===== config.mk =====
export PLATFORM = sky130hd
export DESIGN_NAME = regfile_scoreboard_wb_flat
export DESIGN_NICKNAME = d
export VERILOG_FILES = /design/src/rtl/regfile_scoreboard_wb_if.sv /design/src/rtl/regfile_scoreboard_wb.sv /design/src/flat_wrapper.sv
export SDC_FILE = /design/constraint.sdc
export NUM_CORES = 2
export LEC_CHECK = 0
export ABC_AREA = 1
export BUFFER_PORTS_ARGS = -buffer_cell sky130_fd_sc_hd__buf_4
export CAP_MARGIN = 20
export CORE_ASPECT_RATIO = 1.25
export CORE_UTILIZATION = 40
export CTS_CLUSTER_SIZE = 40
export DETAILED_ROUTE_END_ITERATION = 10
export PLACE_DENSITY = 0.52
export SYNTH_ARGS = -nofsm -noshare
export SYNTH_HDL_FRONTEND = slang
export SYNTH_SLANG_ARGS = --single-unit
export TNS_END_PERCENT = 1

===== constraint.sdc =====
create_clock -name clk -period 5.1 [get_ports clk]
set_clock_uncertainty 0.1 [all_clocks]
set_input_delay 0.51 -clock clk [delete_from_list [all_inputs] [get_ports clk]]
set_output_delay 0.51 -clock clk [all_outputs]
set_load 0.005 [all_outputs]

===== src/rtl/regfile_scoreboard_wb_if.sv =====
// Decode / write-back bundle for the scoreboarded register file.
// The master side is the pipeline; the slave side is the register file.
interface regfile_scoreboard_wb_if #(
  parameter int DATA_WIDTH = 32
);
  logic                  id_valid;
  logic [4:0]            id_rs_addr;
  logic [4:0]            id_rt_addr;
  logic [4:0]            id_dst_addr;
  logic                  id_reg_write;
  logic                  wb_valid;
  logic                  wb_reg_write;
  logic                  wb_mem_to_reg;
  logic [4:0]            wb_addr;
  logic [DATA_WIDTH-1:0] alu_data_out;
  logic [DATA_WIDTH-1:0] mem_data_out;
  logic [DATA_WIDTH-1:0] reg_file_rd_data1;
  logic [DATA_WIDTH-1:0] reg_file_rd_data2;
  logic                  hazard_stall;
  logic                  issue_accept;
  logic [31:0]           pending_vec;
  logic                  wb_error;

  modport master (
    output id_valid, id_rs_addr, id_rt_addr, id_dst_addr, id_reg_write,
    output wb_valid, wb_reg_write, wb_mem_to_reg, wb_addr,
    output alu_data_out, mem_data_out,
    input  reg_file_rd_data1, reg_file_rd_data2,
    input  hazard_stall, issue_accept, pending_vec, wb_error
  );

  modport slave (
    input  id_valid, id_rs_addr, id_rt_addr, id_dst_addr, id_reg_write,
    input  wb_valid, wb_reg_write, wb_mem_to_reg, wb_addr,
    input  alu_data_out, mem_data_out,
    output reg_file_rd_data1, reg_file_rd_data2,
    output hazard_stall, issue_accept, pending_vec, wb_error
  );
endinterface


===== src/rtl/regfile_scoreboard_wb.sv =====
// Write-back register file with per-register pending-write counters.
// Reads bypass the same-cycle write-back; decode stalls on pending sources
// or on a destination whose counter would saturate.
module regfile_scoreboard_wb #(
  parameter int DATA_WIDTH = 32,
  parameter int CNT_WIDTH  = 2
) (
  input logic                  clk,
  input logic                  reset,
  regfile_scoreboard_wb_if.slave bus
);

  localparam logic [CNT_WIDTH-1:0] CNT_MAX = '1;
  localparam logic [CNT_WIDTH-1:0] CNT_ONE = CNT_WIDTH'(1);

  logic [DATA_WIDTH-1:0] regs_q [32];
  logic [CNT_WIDTH-1:0]  cnt_q  [32];
  logic [CNT_WIDTH-1:0]  cnt_d  [32];
  logic [CNT_WIDTH-1:0]  eff    [32];
  logic [31:0]           pending_q, pending_d;
  logic                  wb_error_q, wb_error_d;

  logic                  wb_fire;
  logic [DATA_WIDTH-1:0] wb_data;
  logic                  src_hazard;
  logic                  dst_full;
  logic                  stall;
  logic                  accept;
  logic                  dst_fire;
  logic [DATA_WIDTH-1:0] rd1, rd2;

  // Write-back decode and per-register count after this cycle's release
  always_comb begin
    wb_fire = bus.wb_valid & bus.wb_reg_write & (bus.wb_addr != 5'd0);
    wb_data = bus.wb_mem_to_reg ? bus.mem_data_out : bus.alu_data_out;
    for (int unsigned i = 0; i < 32; i++) begin
      eff[i] = cnt_q[i];
      // A release against an empty counter leaves it at zero rather than wrapping.
      if (wb_fire && (bus.wb_addr == 5'(i)) && (cnt_q[i] != '0)) begin
        eff[i] = cnt_q[i] - CNT_ONE;
      end
    end
  end

  // Read ports with write-back bypass; r0 is hardwired to zero
  always_comb begin
    rd1 = '0;
    rd2 = '0;
    if (bus.id_rs_addr != 5'd0) begin
      rd1 = (wb_fire && (bus.wb_addr == bus.id_rs_addr)) ? wb_data : regs_q[bus.id_rs_addr];
    end
    if (bus.id_rt_addr != 5'd0) begin
      rd2 = (wb_fire && (bus.wb_addr == bus.id_rt_addr)) ? wb_data : regs_q[bus.id_rt_addr];
    end
  end

  // Hazard detection and issue handshake
  always_comb begin
    src_hazard = bus.id_valid &
                 (((bus.id_rs_addr != 5'd0) && (eff[bus.id_rs_addr] != '0)) |
                  ((bus.id_rt_addr != 5'd0) && (eff[bus.id_rt_addr] != '0)));
    dst_full   = bus.id_valid & bus.id_reg_write & (bus.id_dst_addr != 5'd0) &
                 (eff[bus.id_dst_addr] == CNT_MAX);
    stall      = src_hazard | dst_full;
    accept     = bus.id_valid & ~stall;
    dst_fire   = accept & bus.id_reg_write & (bus.id_dst_addr != 5'd0);
  end

  // Counter next state: reserve on issue, release on write-back, never wrap
  always_comb begin
    for (int unsigned i = 0; i < 32; i++) begin
      logic inc;
      logic dec;
      inc = dst_fire && (bus.id_dst_addr == 5'(i));
      dec = wb_fire && (bus.wb_addr == 5'(i)) && (cnt_q[i] != '0);
      cnt_d[i] = cnt_q[i];
      if (inc && !dec) begin
        cnt_d[i] = cnt_q[i] + CNT_ONE;
      end else if (dec && !inc) begin
        cnt_d[i] = cnt_q[i] - CNT_ONE;
      end
      pending_d[i] = (cnt_d[i] != '0);
    end
    wb_error_d = wb_error_q | (wb_fire & (cnt_q[bus.wb_addr] == '0));
  end

  // Register storage
  always_ff @(posedge clk or negedge reset) begin
    if (!reset) begin
      for (int unsigned i = 0; i < 32; i++) begin
        regs_q[i] <= '0;
      end
    end else if (wb_fire) begin
      regs_q[bus.wb_addr] <= wb_data;
    end
  end

  // Scoreboard counters, pending vector and sticky error flag
  always_ff @(posedge clk or negedge reset) begin
    if (!reset) begin
      for (int unsigned i = 0; i < 32; i++) begin
        cnt_q[i] <= '0;
      end
      pending_q  <= '0;
      wb_error_q <= 1'b0;
    end else begin
      for (int unsigned i = 0; i < 32; i++) begin
        cnt_q[i] <= cnt_d[i];
      end
      pending_q  <= pending_d;
      wb_error_q <= wb_error_d;
    end
  end

  assign bus.reg_file_rd_data1 = rd1;
  assign bus.reg_file_rd_data2 = rd2;
  assign bus.hazard_stall      = stall;
  assign bus.issue_accept      = accept;
  assign bus.pending_vec       = pending_q;
  assign bus.wb_error          = wb_error_q;

endmodule


===== src/flat_wrapper.sv =====
// flat-port wrapper written by rule: the top's interface ports become plain ports
module regfile_scoreboard_wb_flat 
#(
  parameter int DATA_WIDTH = 32,
  parameter int CNT_WIDTH  = 2
)
  (clk, reset, bus_id_valid, bus_id_rs_addr, bus_id_rt_addr, bus_id_dst_addr, bus_id_reg_write, bus_wb_valid, bus_wb_reg_write, bus_wb_mem_to_reg, bus_wb_addr, bus_alu_data_out, bus_mem_data_out, bus_reg_file_rd_data1, bus_reg_file_rd_data2, bus_hazard_stall, bus_issue_accept, bus_pending_vec, bus_wb_error);
  regfile_scoreboard_wb_if #(.DATA_WIDTH(DATA_WIDTH)) bus_i ();
  input logic clk;
  input logic reset;
  input wire logic [$bits(bus_i.id_valid)-1:0] bus_id_valid;
  input wire logic [$bits(bus_i.id_rs_addr)-1:0] bus_id_rs_addr;
  input wire logic [$bits(bus_i.id_rt_addr)-1:0] bus_id_rt_addr;
  input wire logic [$bits(bus_i.id_dst_addr)-1:0] bus_id_dst_addr;
  input wire logic [$bits(bus_i.id_reg_write)-1:0] bus_id_reg_write;
  input wire logic [$bits(bus_i.wb_valid)-1:0] bus_wb_valid;
  input wire logic [$bits(bus_i.wb_reg_write)-1:0] bus_wb_reg_write;
  input wire logic [$bits(bus_i.wb_mem_to_reg)-1:0] bus_wb_mem_to_reg;
  input wire logic [$bits(bus_i.wb_addr)-1:0] bus_wb_addr;
  input wire logic [$bits(bus_i.alu_data_out)-1:0] bus_alu_data_out;
  input wire logic [$bits(bus_i.mem_data_out)-1:0] bus_mem_data_out;
  output wire logic [$bits(bus_i.reg_file_rd_data1)-1:0] bus_reg_file_rd_data1;
  output wire logic [$bits(bus_i.reg_file_rd_data2)-1:0] bus_reg_file_rd_data2;
  output wire logic [$bits(bus_i.hazard_stall)-1:0] bus_hazard_stall;
  output wire logic [$bits(bus_i.issue_accept)-1:0] bus_issue_accept;
  output wire logic [$bits(bus_i.pending_vec)-1:0] bus_pending_vec;
  output wire logic [$bits(bus_i.wb_error)-1:0] bus_wb_error;
  assign bus_i.id_valid = bus_id_valid;
  assign bus_i.id_rs_addr = bus_id_rs_addr;
  assign bus_i.id_rt_addr = bus_id_rt_addr;
  assign bus_i.id_dst_addr = bus_id_dst_addr;
  assign bus_i.id_reg_write = bus_id_reg_write;
  assign bus_i.wb_valid = bus_wb_valid;
  assign bus_i.wb_reg_write = bus_wb_reg_write;
  assign bus_i.wb_mem_to_reg = bus_wb_mem_to_reg;
  assign bus_i.wb_addr = bus_wb_addr;
  assign bus_i.alu_data_out = bus_alu_data_out;
  assign bus_i.mem_data_out = bus_mem_data_out;
  assign bus_reg_file_rd_data1 = bus_i.reg_file_rd_data1;
  assign bus_reg_file_rd_data2 = bus_i.reg_file_rd_data2;
  assign bus_hazard_stall = bus_i.hazard_stall;
  assign bus_issue_accept = bus_i.issue_accept;
  assign bus_pending_vec = bus_i.pending_vec;
  assign bus_wb_error = bus_i.wb_error;
  regfile_scoreboard_wb #(.DATA_WIDTH(DATA_WIDTH), .CNT_WIDTH(CNT_WIDTH)) u_core (.clk(clk), .reset(reset), .bus(bus_i));
endmodule

==> summary.md <==
| Metric | Value |
|---|---|
| First-pass GRT wire length | `roughly 430000 um` |
| Area growth, synth to finish | `12.8%` |
| Final min period | `approximately 4.2 ns` |
| CTS Buf Count | `130` |
| Combinational power share | `21.5%` |
| Core area | `158000 um^2` |
| Fin. Hold Viols | `0` |
| Relative slew slack | `24.3%` |
| # clock sinks | `1121` |
| Starting density of the core | `40.3%` |
| Setup TNS | `0 ns` |
| Cell variety after synth | `50` |
| WHS | `~0.17 ns` |
| Syn Nets | `8881` |
| Post-layout util | `45.5%` |
| Ys async rst share | `100%` |
| Critical path fanouts, max | `8` |
| Total track usage | `35.9%` |
| Synth Flop Type | `dfrtp_1` |
| Drt pass-1 iters | `6` |
| Post-Synthesis Cells | `8759` |
| Clk root buf | `clkbuf_16` |
| Htree depth | `4` |
| Synth Register Bits | `1121` |
| Status | `finished, final reports clean` |
| Power Density | `372 nW/um^2` |
| Synth area leaders | `dfrtp_1 44%, o21ai_0 19%, nand2_1 9.3%` |
| Final worst path period share | `82.5%` |
| Yosys Warn Count | `0` |
| DP Area | `67400 um^2` |
| Post-DP HPWL | `176000 um` |
| Vias per inst | `6.08` |
| Die ar. | `around 160000 um^2` |
| CP endpoint kind | `primary output` |
| Post-CTS sizing | `0` |
| Internal power | `17.9 mW` |
| Unrepaired setup endpoints after global routing | `false` |
| Port buffer count | `~190` |
| Vias | `64900` |
| Drt wl/cell | `27.5 um` |
| Syn Area/Cell | `7.27 um^2` |
| Net Sw Frac | `between 30% and 40%` |
| Worst Path Required | `4.49 ns` |
| Layout cell share with drive strength beyond 1 | `a little under 9%` |
| Antenna viol nets, final | `0` |
| Cell with the most instances after synthesis | `o21ai_0` |
| Net Sw Power | `8.82 mW` |
| Reg power frac | `42.0%` |
| Critical path launch point type | `flop` |
| Drt initial violations | `around 8500` |
| # DRC | `0` |
| Post-synthesis sequential area ratio | `44.0%` |
| Final setup violation count | `0` |
| FP Rows | `~160` |
| Routability Congestion | `approximately 0.95` |
| Post-CTS setup buffers | `0` |
| Maximum vdd ir drop | `~0.00026 V` |
| Critical Path AT | `about 3.6 ns` |
| Setup CP Type | `reg2out` |
| Clock network power share | `36.5%` |
| Skew-Pair Late Insertion Delay | `0.80 ns` |
| Clk buf depth | `3` |
| Die Span X | `approximately 360 um` |
| Max-Cap Viols | `0` |
| I/O pins | `190` |
| # hold bufs at CTS | `1` |
| Vias in the first global route | `60800` |
| Cell area after synthesis | `63700 um^2` |
| Worst-margin pin slew | `1.13 ns` |
| Worst min path class | `in2reg` |
| Fin nets | `8635` |
| WL final | `293000 um` |
| Synth area leader | `dfrtp_1` |
| Die Y | `448 um` |
| Number of synthesized flops with an enable pin | `0` |
| CTS tree | `built` |
| Clock-pin slew on the worst setup and hold paths | `about 0.050 ns` |
| Design area | `around 70000 um^2` |
| GR Overflow Total | `0` |
| Initial antenna violation count | `11` |
| Share of the synthesized area in the top cell type | `between 40 and 50%` |
| Fin. max-slew vios | `0` |
| Synth cell count leaders | `2426 x o21ai_0, 1574 x nand2_1, 1121 x dfrtp_1, 728 x clkbuf_1, 608 x inv_1` |
| Tot Pwr | `between 20 and 30 mW` |
| Largest net degree at the start of global routing | `206` |
| Fmax | `238 MHz` |
| Static leakage | `~32 nW` |
## cell usage in the layout (no fill, tap or decap), types with 26 or more instances in the layout
cell type  instances
o21ai_0         2420
clkbuf_16        136
buf_12            52
nand2_1         1560
a211oi_1          29
clkbuf_1          26
dfrtp_1         1121
clkbuf_8          34
buf_4            366
clkinv_2          33
o22ai_1           79
o211ai_1         117
nand3_1          340
nor2_1           578
inv_1            596
ha_1              31
o2111ai_1         37
nand4_1           57
xor2_1            27
o221ai_1         118
a21oi_1          602
## through the flow
stage | cells | worst slack [ns]
2_1_floorplan | 8759 | 1.76
3_3_place_gp | 10400 | 0.769
3_5_place_dp | 10400 | 0.835
4_1_cts | 10700 | 0.830
5_1_grt | 10700 | 0.665
6_report | 10700 | 0.894
## final timing paths
| kind | start | end | slack [ns] | cells past startpoint |
|---|---|---|---|---|
| worst max-delay path | u_core.cnt_q[11]$_DFF_PN0_ | bus_hazard_stall | 0.89 | 19 |
| worst min-delay path | bus_id_valid | u_core.cnt_q[37]$_DFF_PN0_ | 0.17 | 6 |
| worst max register to register | u_core.cnt_q[11]$_DFF_PN0_ | u_core.bus.pending_vec[23]$_DFF_PN0_ | 1.51 | 22 |
| worst min register to register | u_core.regs_q[1012]$_DFFE_PN0P_ | u_core.regs_q[1012]$_DFFE_PN0P_ | 0.30 | 0 |
| max in group asynchronous | reset | u_core.regs_q[566]$_DFFE_PN0P_ | 3.36 | 3 |
| min in group asynchronous | reset | u_core.regs_q[25]$_DFFE_PN0P_ | 0.18 | 2 |
## cells by family after synthesis
kind of cell	count (synthesis)	synth area share, %
buf+inv	1445	8.59
compound gates	3478	29.2
simple gates	2628	16.8
mux	10	0.157
xor+xnor	46	0.633
flops	1121	44.0
fa+ha+maj	31	0.609
## state kept, by name, indices dropped and copies added, names as in the netlist
| register | count |
|---|---|
| u_core.bus.wb_error | 1 |
| u_core.regs_q | 1024 |
| u_core.bus.pending_vec | 32 |
| u_core.cnt_q | 64 |
## final cells by class
type	instances	area, um^2
Antenna cell	3	7.51
Fill cell	16100	86200
Tap cell	2062	2580
Multi-Input combinational cell	6193	30500
Inverter	644	2470
Clock inverter	36	413
Sequential cell	1121	28100
Clock buffer	196	3970
Timing Repair Buffer	423	3860
## routing by layer
metal | up-vias | share of wire [%] | routed length, um | track usage, %
met5 | - | 0.013 | 39 | 0
met4 | 6 | 5.1 | 14900 | 17.2
met3 | 691 | 8.9 | 26000 | 6.60
met2 | 3400 | 45 | 131000 | 56.8
met1 | 31500 | 41 | 121000 | 47.5
li1 | 29300 | - | - | -
## critical path, cell delays in order, from the launching register on
cell	delay, ns
dfrtp_1	0.42
inv_1	0.12
ha_1	0.19
inv_1	0.11
nand3_1	0.16
nand2_1	0.14
nand2_1	0.11
inv_1	0.07
nand2_1	0.04
nand3_1	0.09
nand3_1	0.10
nand2_1	0.09
nand3_1	0.12
nand2_1	0.10
nand2_1	0.08
nand3_1	0.09
nand2_1	0.13
a21oi_4	0.35
inv_1	0.13
buf_4	0.17
## power by group through the flow
stage          Clock [mW]  Sequential [mW]  Combinational, mW
3_3_place_gp            0             11.3               5.60
6_report             9.75             11.2               5.75
2_1_floorplan           0             11.0               3.62
4_1_cts              9.90             11.2               5.69
3_5_place_dp            0             11.3               5.67
5_1_grt              10.2             11.4               6.47
No activity file was read; power rests on OpenSTA's default activity.
